==> src/rtl/fifo_profile_monitor.sv <==
// fifo_profile_monitor
//   Multi-channel FIFO profiler. Taps the push/pop handshakes of NUM_CH FIFOs during a run.
//   For each channel it tracks occupancy, max depth and a sticky underflow flag. It also
//   counts the per-cycle (write-blocked, read-blocked) pair classes. After finish it
//   streams one record per channel, then a latency record, over a valid/ready port.
// Ports
//   clk, rst                       clock, async active-low reset
//   start, finish                  run control
//   wr_valid/wr_ready              per-channel push handshake
//   rd_valid/rd_ready              per-channel pop handshake
//   dump_valid/dump_ready          record stream handshake
//   dump_ch                        record index, NUM_CH = latency record
//   dump_data                      max depth (zero-extended) or latency
//   dump_scen, dump_err            channel scenario code and underflow flag
//   dump_last                      marks the latency record
//   done                           stream complete
module fifo_profile_monitor #(
    parameter int                NUM_CH           = 4,
    parameter int                DEPTH_W          = 16,
    parameter int                CNT_W            = 16,
    parameter int                LAT_W            = 32,
    parameter logic [NUM_CH-1:0] SINGLE_CHAN_MASK = '0,
    localparam int               CH_W             = $clog2(NUM_CH + 1)
) (
    input  logic              clk,
    input  logic              rst,
    input  logic              start,
    input  logic              finish,
    input  logic [NUM_CH-1:0] wr_valid,
    input  logic [NUM_CH-1:0] wr_ready,
    input  logic [NUM_CH-1:0] rd_valid,
    input  logic [NUM_CH-1:0] rd_ready,
    output logic              dump_valid,
    input  logic              dump_ready,
    output logic [CH_W-1:0]   dump_ch,
    output logic [LAT_W-1:0]  dump_data,
    output logic [3:0]        dump_scen,
    output logic              dump_err,
    output logic              dump_last,
    output logic              done
);
    localparam int SW = CNT_W + 2;  // scenario arithmetic width, wide enough for 2*(p01+p10)

    typedef enum logic [1:0] {IDLE, RUN, DUMP, DONE} state_t;
    state_t state, state_nxt;

    logic                            clear, run, cnt_en;
    logic [CNT_W-1:0]                samples;
    logic [LAT_W-1:0]                lat;
    logic [NUM_CH-1:0][DEPTH_W-1:0]  max_arr;
    logic [NUM_CH-1:0][3:0]          scen_arr;
    logic [NUM_CH-1:0]               err_arr;

    assign clear  = start && (state == IDLE || state == DONE);
    assign run    = (state == RUN);
    // Once samples saturates, every pair counter stops with it so ratios stay consistent.
    assign cnt_en = run && (samples != '1);

    // ---------------- FSM ----------------
    always_ff @(posedge clk or negedge rst) begin
        if (!rst) state <= IDLE;
        else      state <= state_nxt;
    end

    always_comb begin
        state_nxt = state;
        case (state)
            IDLE:    if (start) state_nxt = RUN;
            RUN:     if (finish) state_nxt = DUMP;
            DUMP:    if (dump_valid && dump_ready && dump_last) state_nxt = DONE;
            DONE:    if (start) state_nxt = RUN;
            default: state_nxt = IDLE;
        endcase
    end

    always_comb begin
        done = (state == DONE);
    end

    // ---------------- global counters ----------------
    always_ff @(posedge clk or negedge rst) begin
        if (!rst) begin
            samples <= '0;
            lat     <= '0;
        end else if (clear) begin
            samples <= '0;
            lat     <= '0;
        end else if (run) begin
            if (cnt_en)     samples <= samples + 1'b1;
            if (lat != '1)  lat     <= lat + 1'b1;
        end
    end

    // ---------------- per-channel trackers ----------------
    for (genvar g = 0; g < NUM_CH; g++) begin : g_ch
        logic               push, pop, wb, rb;
        logic [DEPTH_W-1:0] occ, occ_nxt, max_q;
        logic               err_q;
        logic [CNT_W-1:0]   p00, p01, p10, p11;
        logic [SW-1:0]      s, a, b, c, d;
        logic [3:0]         scen;

        assign push = wr_valid[g] & wr_ready[g];
        assign pop  = rd_valid[g] & rd_ready[g];
        assign wb   = wr_valid[g] & ~wr_ready[g];
        assign rb   = rd_ready[g] & ~rd_valid[g];

        always_comb begin
            occ_nxt = occ;
            if (push && !pop && occ != '1)            occ_nxt = occ + 1'b1;
            else if (pop && !push && occ != '0)       occ_nxt = occ - 1'b1;
        end

        always_ff @(posedge clk or negedge rst) begin
            if (!rst) begin
                occ <= '0; max_q <= '0; err_q <= 1'b0;
                p00 <= '0; p01 <= '0; p10 <= '0; p11 <= '0;
            end else if (clear) begin
                occ <= '0; max_q <= '0; err_q <= 1'b0;
                p00 <= '0; p01 <= '0; p10 <= '0; p11 <= '0;
            end else if (run) begin
                occ <= occ_nxt;
                if (occ_nxt > max_q)             max_q <= occ_nxt;
                if (pop && !push && occ == '0)   err_q <= 1'b1;
                if (cnt_en) begin
                    case ({wb, rb})
                        2'b00:   p00 <= p00 + 1'b1;
                        2'b01:   p01 <= p01 + 1'b1;
                        2'b10:   p10 <= p10 + 1'b1;
                        default: p11 <= p11 + 1'b1;
                    endcase
                end
            end
        end

        always_comb begin
            s = SW'(samples);
            a = SW'(p00);
            b = SW'(p01);
            c = SW'(p10);
            d = SW'(p11);
            if (s == '0)                                   scen = 4'd0;
            else if (a == s)                               scen = 4'd5;
            else if ((a + c) == s && SINGLE_CHAN_MASK[g])  scen = 4'd6;
            else if ((a + c) == s)                         scen = 4'd4;
            else if ((b << 1) > s)                         scen = 4'd3;
            else if ((d << 1) > s)                         scen = 4'd1;
            else if (((b + c) << 1) > s)                   scen = 4'd2;
            else                                           scen = 4'd0;
        end

        assign max_arr[g]  = max_q;
        assign scen_arr[g] = scen;
        assign err_arr[g]  = err_q;
    end

    // ---------------- dump stream ----------------
    logic [CH_W-1:0]  rec_idx;
    logic [LAT_W-1:0] rec_data;
    logic [3:0]       rec_scen;
    logic             rec_err, rec_last;

    // First record after entering DUMP is index 0; afterwards each transfer advances by one.
    assign rec_idx = dump_valid ? dump_ch + 1'b1 : '0;

    always_comb begin
        rec_data = lat;
        rec_scen = 4'd0;
        rec_err  = 1'b0;
        rec_last = 1'b1;
        for (int i = 0; i < NUM_CH; i++) begin
            if (rec_idx == CH_W'(i)) begin
                rec_data = LAT_W'(max_arr[i]);
                rec_scen = scen_arr[i];
                rec_err  = err_arr[i];
                rec_last = 1'b0;
            end
        end
    end

    always_ff @(posedge clk or negedge rst) begin
        if (!rst) begin
            dump_valid <= 1'b0;
            dump_ch    <= '0;
            dump_data  <= '0;
            dump_scen  <= '0;
            dump_err   <= 1'b0;
            dump_last  <= 1'b0;
        end else if (state == DUMP) begin
            if (!dump_valid || (dump_ready && !dump_last)) begin
                dump_valid <= 1'b1;
                dump_ch    <= rec_idx;
                dump_data  <= rec_data;
                dump_scen  <= rec_scen;
                dump_err   <= rec_err;
                dump_last  <= rec_last;
            end else if (dump_ready) begin
                dump_valid <= 1'b0;
            end
        end else begin
            dump_valid <= 1'b0;
        end
    end

endmodule

==> config.mk <==
export PLATFORM = sky130hd
export DESIGN_NAME = fifo_profile_monitor
export DESIGN_NICKNAME = d
export VERILOG_FILES = /design/src/rtl/fifo_profile_monitor.sv
export SDC_FILE = /design/constraint.sdc
export NUM_CORES = 2
export LEC_CHECK = 0
export CAP_MARGIN = 20
export CORE_UTILIZATION = 55
export DETAILED_ROUTE_END_ITERATION = 12
export PLACE_DENSITY = 0.71
export SYNTH_ARGS = -nofsm -noshare
export SYNTH_HDL_FRONTEND = slang
export SYNTH_SLANG_ARGS = --single-unit
==> constraint.sdc <==
create_clock -name clk -period 6.1 [get_ports clk]
set_input_delay 0.61 -clock clk [delete_from_list [all_inputs] [get_ports clk]]
set_output_delay 0.61 -clock clk [all_outputs]
set_load 0.1 [all_outputs]
# == Yosys cells after proc, flatten, opt, wreduce, memory -nomap -nowiden ==
# Cells that the tools add are included.
# classes
add_sub_neg,35
mul,0
n_shift,0
n_reduce_logical,108
bitwise,24
n_lt_le_gt_ge,16
n_mux,158
eq_ne,36
div_mod_pow,0
# ops
op,n
$mux 16,95
$add 16x1->16 const B,21
$mux 32,7
$add 16x16->17,8
$gt 17x16->1,8
$logic_not 16->1,5
$ne 16x16->1 const B,5
$gt 18x16->1,4
$eq 17x16->1,4
$eq 16x16->1,4
$gt 16x16->1,4
$reduce_bool 16->1,4
$sub 16x1->16 const B,4
$reduce_and 3->1,17
$reduce_bool 2->1,23
$mux 3,13
$add 32x1->32 const B,1
$ne 32x32->1 const B,1
$mux 2,15
$logic_and 1x1->1,25
$mux 1,23
$reduce_and 2->1,11
$and 1x1->1,16
$mux 4,4
16 further kinds,55
# word_totals
n_memories,0
register_bits,480
output_inout_bits,43
ram_bits,0
rom_bits,0
latchBits,0

# == Depth between registers and ports, before layout ==
# logic_depth
word_depth,12
mapped_depth,21
depth_no_buf,21

# == Worst setup path after synthesis ==
# No wires, ideal clock.
# synth_timing
kind,register -> register
from,register g_ch[1].occ[6]
to,register g_ch[1].max_q[10]
arrival_time_ps,4527
path_buffers,2
path_slack_ps,1442
stages_incl_launch_ff,18
synth_period_minus_slack_ps,4658
cell_sequence,dfrtp_1 -> buf_2 -> or4_1 -> or3_1 -> nor3_2 -> nor2b_1 -> nand4_1 -> or3_1 -> o31ai_1 -> xor2_1 -> ha_1 -> nand4_1 -> nor2_1 -> nand3_1 -> o311ai_1 -> clkbuf_1 -> mux2i_1 -> nor2_1
# synth_between
elab_chain_len,7
# synth_lines
item,line,source
from (decl),97,"logic [DEPTH_W-1:0] occ, occ_nxt, max_q;"
from (signal assigned),122,occ <= occ_nxt;
"parallel branches: the longest is 3 deep, another holds $sub 16x1->16",-,
$mux 16 *,110,if (push && !pop && occ != '1) occ_nxt = occ + 1'b1;
$gt 16x16->1 / $mux 16 (equally long branches),123,if (occ_nxt > max_q) max_q <= occ_nxt;
$reduce_bool 2->1 (no source line) / $mux 16 (equally long branches),-,
$reduce_and 2->1 (no source line) / $mux 16 (equally long branches),-,
to (signal assigned),123,
to (decl),97,
# Mark *: on every way between the ends. The select of a mux whose other input is x is not followed.
# A chain may end at the register's enable or synchronous reset.

# == Final worst setup path ==
# layout_timing
from,register g_ch[3].p10[0]
to,register dump_scen[1]
# layout_between
elab_chain_len,9
# layout_lines
item,line,source
from (decl),99,"logic [CNT_W-1:0] p00, p01, p10, p11;"
from (signal assigned),129,2'b10: p10 <= p10 + 1'b1;
$add 16x16->17,148,else if (((b + c) << 1) > s) scen = 4'd2;
$gt 18x16->1,148,
$mux 2,148,
$mux 2,147,else if ((d << 1) > s) scen = 4'd1;
$mux 2,146,else if ((b << 1) > s) scen = 4'd3;
$mux 3 *,145,else if ((a + c) == s) scen = 4'd4;
$mux 3 *,143,else if (a == s) scen = 4'd5;
$mux 3 *,142,if (s == '0) scen = 4'd0;
$mux 4 *,172,if (rec_idx == CH_W'(i)) begin
to (signal assigned),194,dump_scen <= rec_scen;
to (decl),37,"output logic [3:0] dump_scen,"
# Every way passes the cells marked *; elsewhere a longest branch is shown, timed or not.

==> metrics <==
share of the synthesized area in the top cell type 0.321; Core Area 67,000 µm²; Die Wd 262 µm; top_reg_cell synth dfrtp_1; Worst Tran Pin Value 1.16 ns; # clock sinks 478; status completed; CP Capture Type flip-flop; CTS clock-pin slew for the worst setup and hold paths 0.06 ns; area grow syn2layout 9.79%; final setup violation count 0; Site Rows 95; final wirelength 104,000 µm; Worst Path Max Fanout 6; relative slew slack 0.219; synth unique cells 90; Syn Inst Count 4,251; sequential area share after synthesis 0.321; IO Pins 64; Routed Antenna Nets 0; clk buf depth 3; Async SR Flop Fraction 1.00; cell area after synthesis 37,200 µm²; crit path cell chain ha_1 -> fa_1 -> a211oi_1 -> nor2_1 -> o41ai_1 -> o31ai_1 -> o21a_1 -> o21a_1 -> nor2_1 -> ha_1 -> and4_1 -> a2111oi_0 -> nand2_1 -> a31oi_1 -> nor3_1 -> a41oi_1 -> nand3_1 -> nand4_1 -> a41oi_1; final period utilization 0.786; syn avg cell area 8.76 µm²; Adder-Cell Fraction of Synth Area 0.141; Via Count 31,541; drt drc 0; WP data arrival 5.29 ns; Buf+Inv Stages, Crit Path 0; Synth warnings 0; Pwr Density 384 nW/µm²; GP Congestion 0.956; Post-CTS Setup Bufs 0; remaining global-route overflow 0; final max-slew violation count 0; worst clock skew 0.0144 ns; Leakage 19.8 nW; share of cells above drive strength 1 0.0465; worst-skew pair later-pin latency 0.63 ns; clock buffer count from CTS 55; complex-gate fraction of the synthesized area 0.141; Largest stage delay, worst path 0.51 ns; drt pass-1 iters 5; WL per Instance 20.1 µm; largest family of logic cells by synthesized area simple AND/OR/NAND/NOR gates; routed vias/inst 6.07; synth top area cells dfrtp_1 (32%), ha_1 (14%), xor2_1 (7.1%); H-Tree Depth 2; minimum clock period 4.79 ns; die footprint 68,700 µm²; simple-gate share of the synthesized area 0.204; hold violation count in the final report 0; Hold Path Class primary input to async pin; CP Launch Type flip-flop; vias in the first global route 29,731; Achievable Freq 209 MHz; root buffer cell clkbuf_16; Initial Utilization 0.555; largest net degree at the start of global routing 193; Final #Nets 4,716; IO buf count 62; Final TNS setup 0 ns; HPWL after DPL 74,900 µm; global-route wire length before repair 165,000 µm; CTS resizes 0; Peak supply drop 0.000363 V; commonest cells after routing, fill and taps aside nor2_1 (565), dfrtp_1 (478), ha_1 (407), xor2_1 (301), nand2_1 (285); Max-cap violations 0; area leader, netlist dfrtp_1; Mapped Nets 4,688; CP Class flip-flop to flip-flop; RSZ-0062 raised after global routing false; final total power 15.7 mW; Largest delay share family, worst path compound AO/OA/AOI/OAI gates; Post-synth EDFFs 0; CTS tree done; height of the die 262 µm; mux contribution to synthesized area 0.0397; GRT Resource Usage Total 0.304; DRT iter0 DRCs 2,414; Fill cells 5,796; Synth Register Bits 478; CTS hold repair buffers 0; commonest non-fill, non-tap cell in the layout nor2_1; slowest CP cell o41ai_1; xor and xnor fraction of the mapped netlist area 0.122; initial antenna violation count 0; Critical Path RT 6.60 ns
registers in the layout, summed over array words and instances, names as in the netlist, 32 cells and up:
signal,flops
g_ch.p00,64
g_ch.p10,64
g_ch.p11,64
g_ch.p01,64
dump_data,32
g_ch.max_q,64
lat,32
g_ch.occ,64
logic make-up after synthesis:
| family | after synthesis |
|---|---|
| simple gates | 1580 |
| mux | 147 |
| other cells | 1 |
| buf+inv | 291 |
| xor+xnor | 517 |
| compound gates | 821 |
| fa+ha+maj | 416 |
| flops | 478 |
final timing paths:
check	start	endpoint	slack (ns)	cells past startpoint
max	g_ch[3].p10[0]$_DFFE_PN0P_	dump_scen[1]$_DFFE_PN0P_	1.31	19
min	rst	g_ch[1].p01[10]$_DFFE_PN0P_	0.01	1
max reg2reg	g_ch[3].p10[0]$_DFFE_PN0P_	dump_scen[1]$_DFFE_PN0P_	1.31	19
min reg2reg	dump_data[10]$_DFFE_PN0P_	dump_data[10]$_DFFE_PN0P_	0.48	2
max in group asynchronous	rst	g_ch[0].p01[1]$_DFFE_PN0P_	4.61	2
min in group clk	dump_data[10]$_DFFE_PN0P_	dump_data[10]$_DFFE_PN0P_	0.48	2
report_power, final:
| group | total [mW] | switching [mW] | internal (mW) | leakage [nW] |
|---|---|---|---|---|
| Combinational | 7.86 | 4.77 | 3.08 | 12.2 |
| Sequential | 4.22 | 0.627 | 3.59 | 6.62 |
| Clock | 3.63 | 1.42 | 2.21 | 0.967 |
| Total | 15.7 | 6.82 | 8.89 | 19.8 |
area by class of cell:
type,instances,area [µm²],area share
multi-input cells,3482,24200,0.592
well taps,873,1090,0.0267
repair buffers,119,1120,0.0274
clock inverters,22,362,0.00885
flip-flops and latches,478,12000,0.293
clock buffers,75,1600,0.0392
diodes,1,2.50,0.0000612
inverters,143,537,0.0131
synth_stat cells, drive strengths merged, types with 17 or more instances:
cell    instances
or3            77
o21ai         178
clkbuf        118
and4           24
a211oi         36
nor2          565
and2           19
dfrtp         478
a21o           80
nor4           48
o21a           42
nand2b         27
o211ai         19
nand4         114
a21boi         17
nor3           60
nor2b          47
a31oi          33
and3           83
a22o           18
xor2          301
nand2         286
or2            17
xnor2         215
inv           143
o31ai          18
mux2i         142
a21oi         251
ha            408
nand3         180
buf            30
routing by layer:
layer  part of all wire  global-route usage
met2               0.44               0.470
met5                  0                   0
met1               0.45               0.431
met3              0.065              0.0440
met4              0.039               0.115
stage by stage:
stage                util  setup slack (ns)  area, µm²  hold slack, ns  instances
finish              0.610              1.31      40900          0.0123       5193
global route        0.610             0.846      40900          0.0930       5192
CTS                 0.609              1.37      40800          0.0318       5190
detailed placement  0.580             0.918      38900           0.470       5093
global placement    0.580              1.01      38900           0.465       5093
floorplan               -              1.44      37200           0.314       4251
Power figures use the tool's default switching activity.
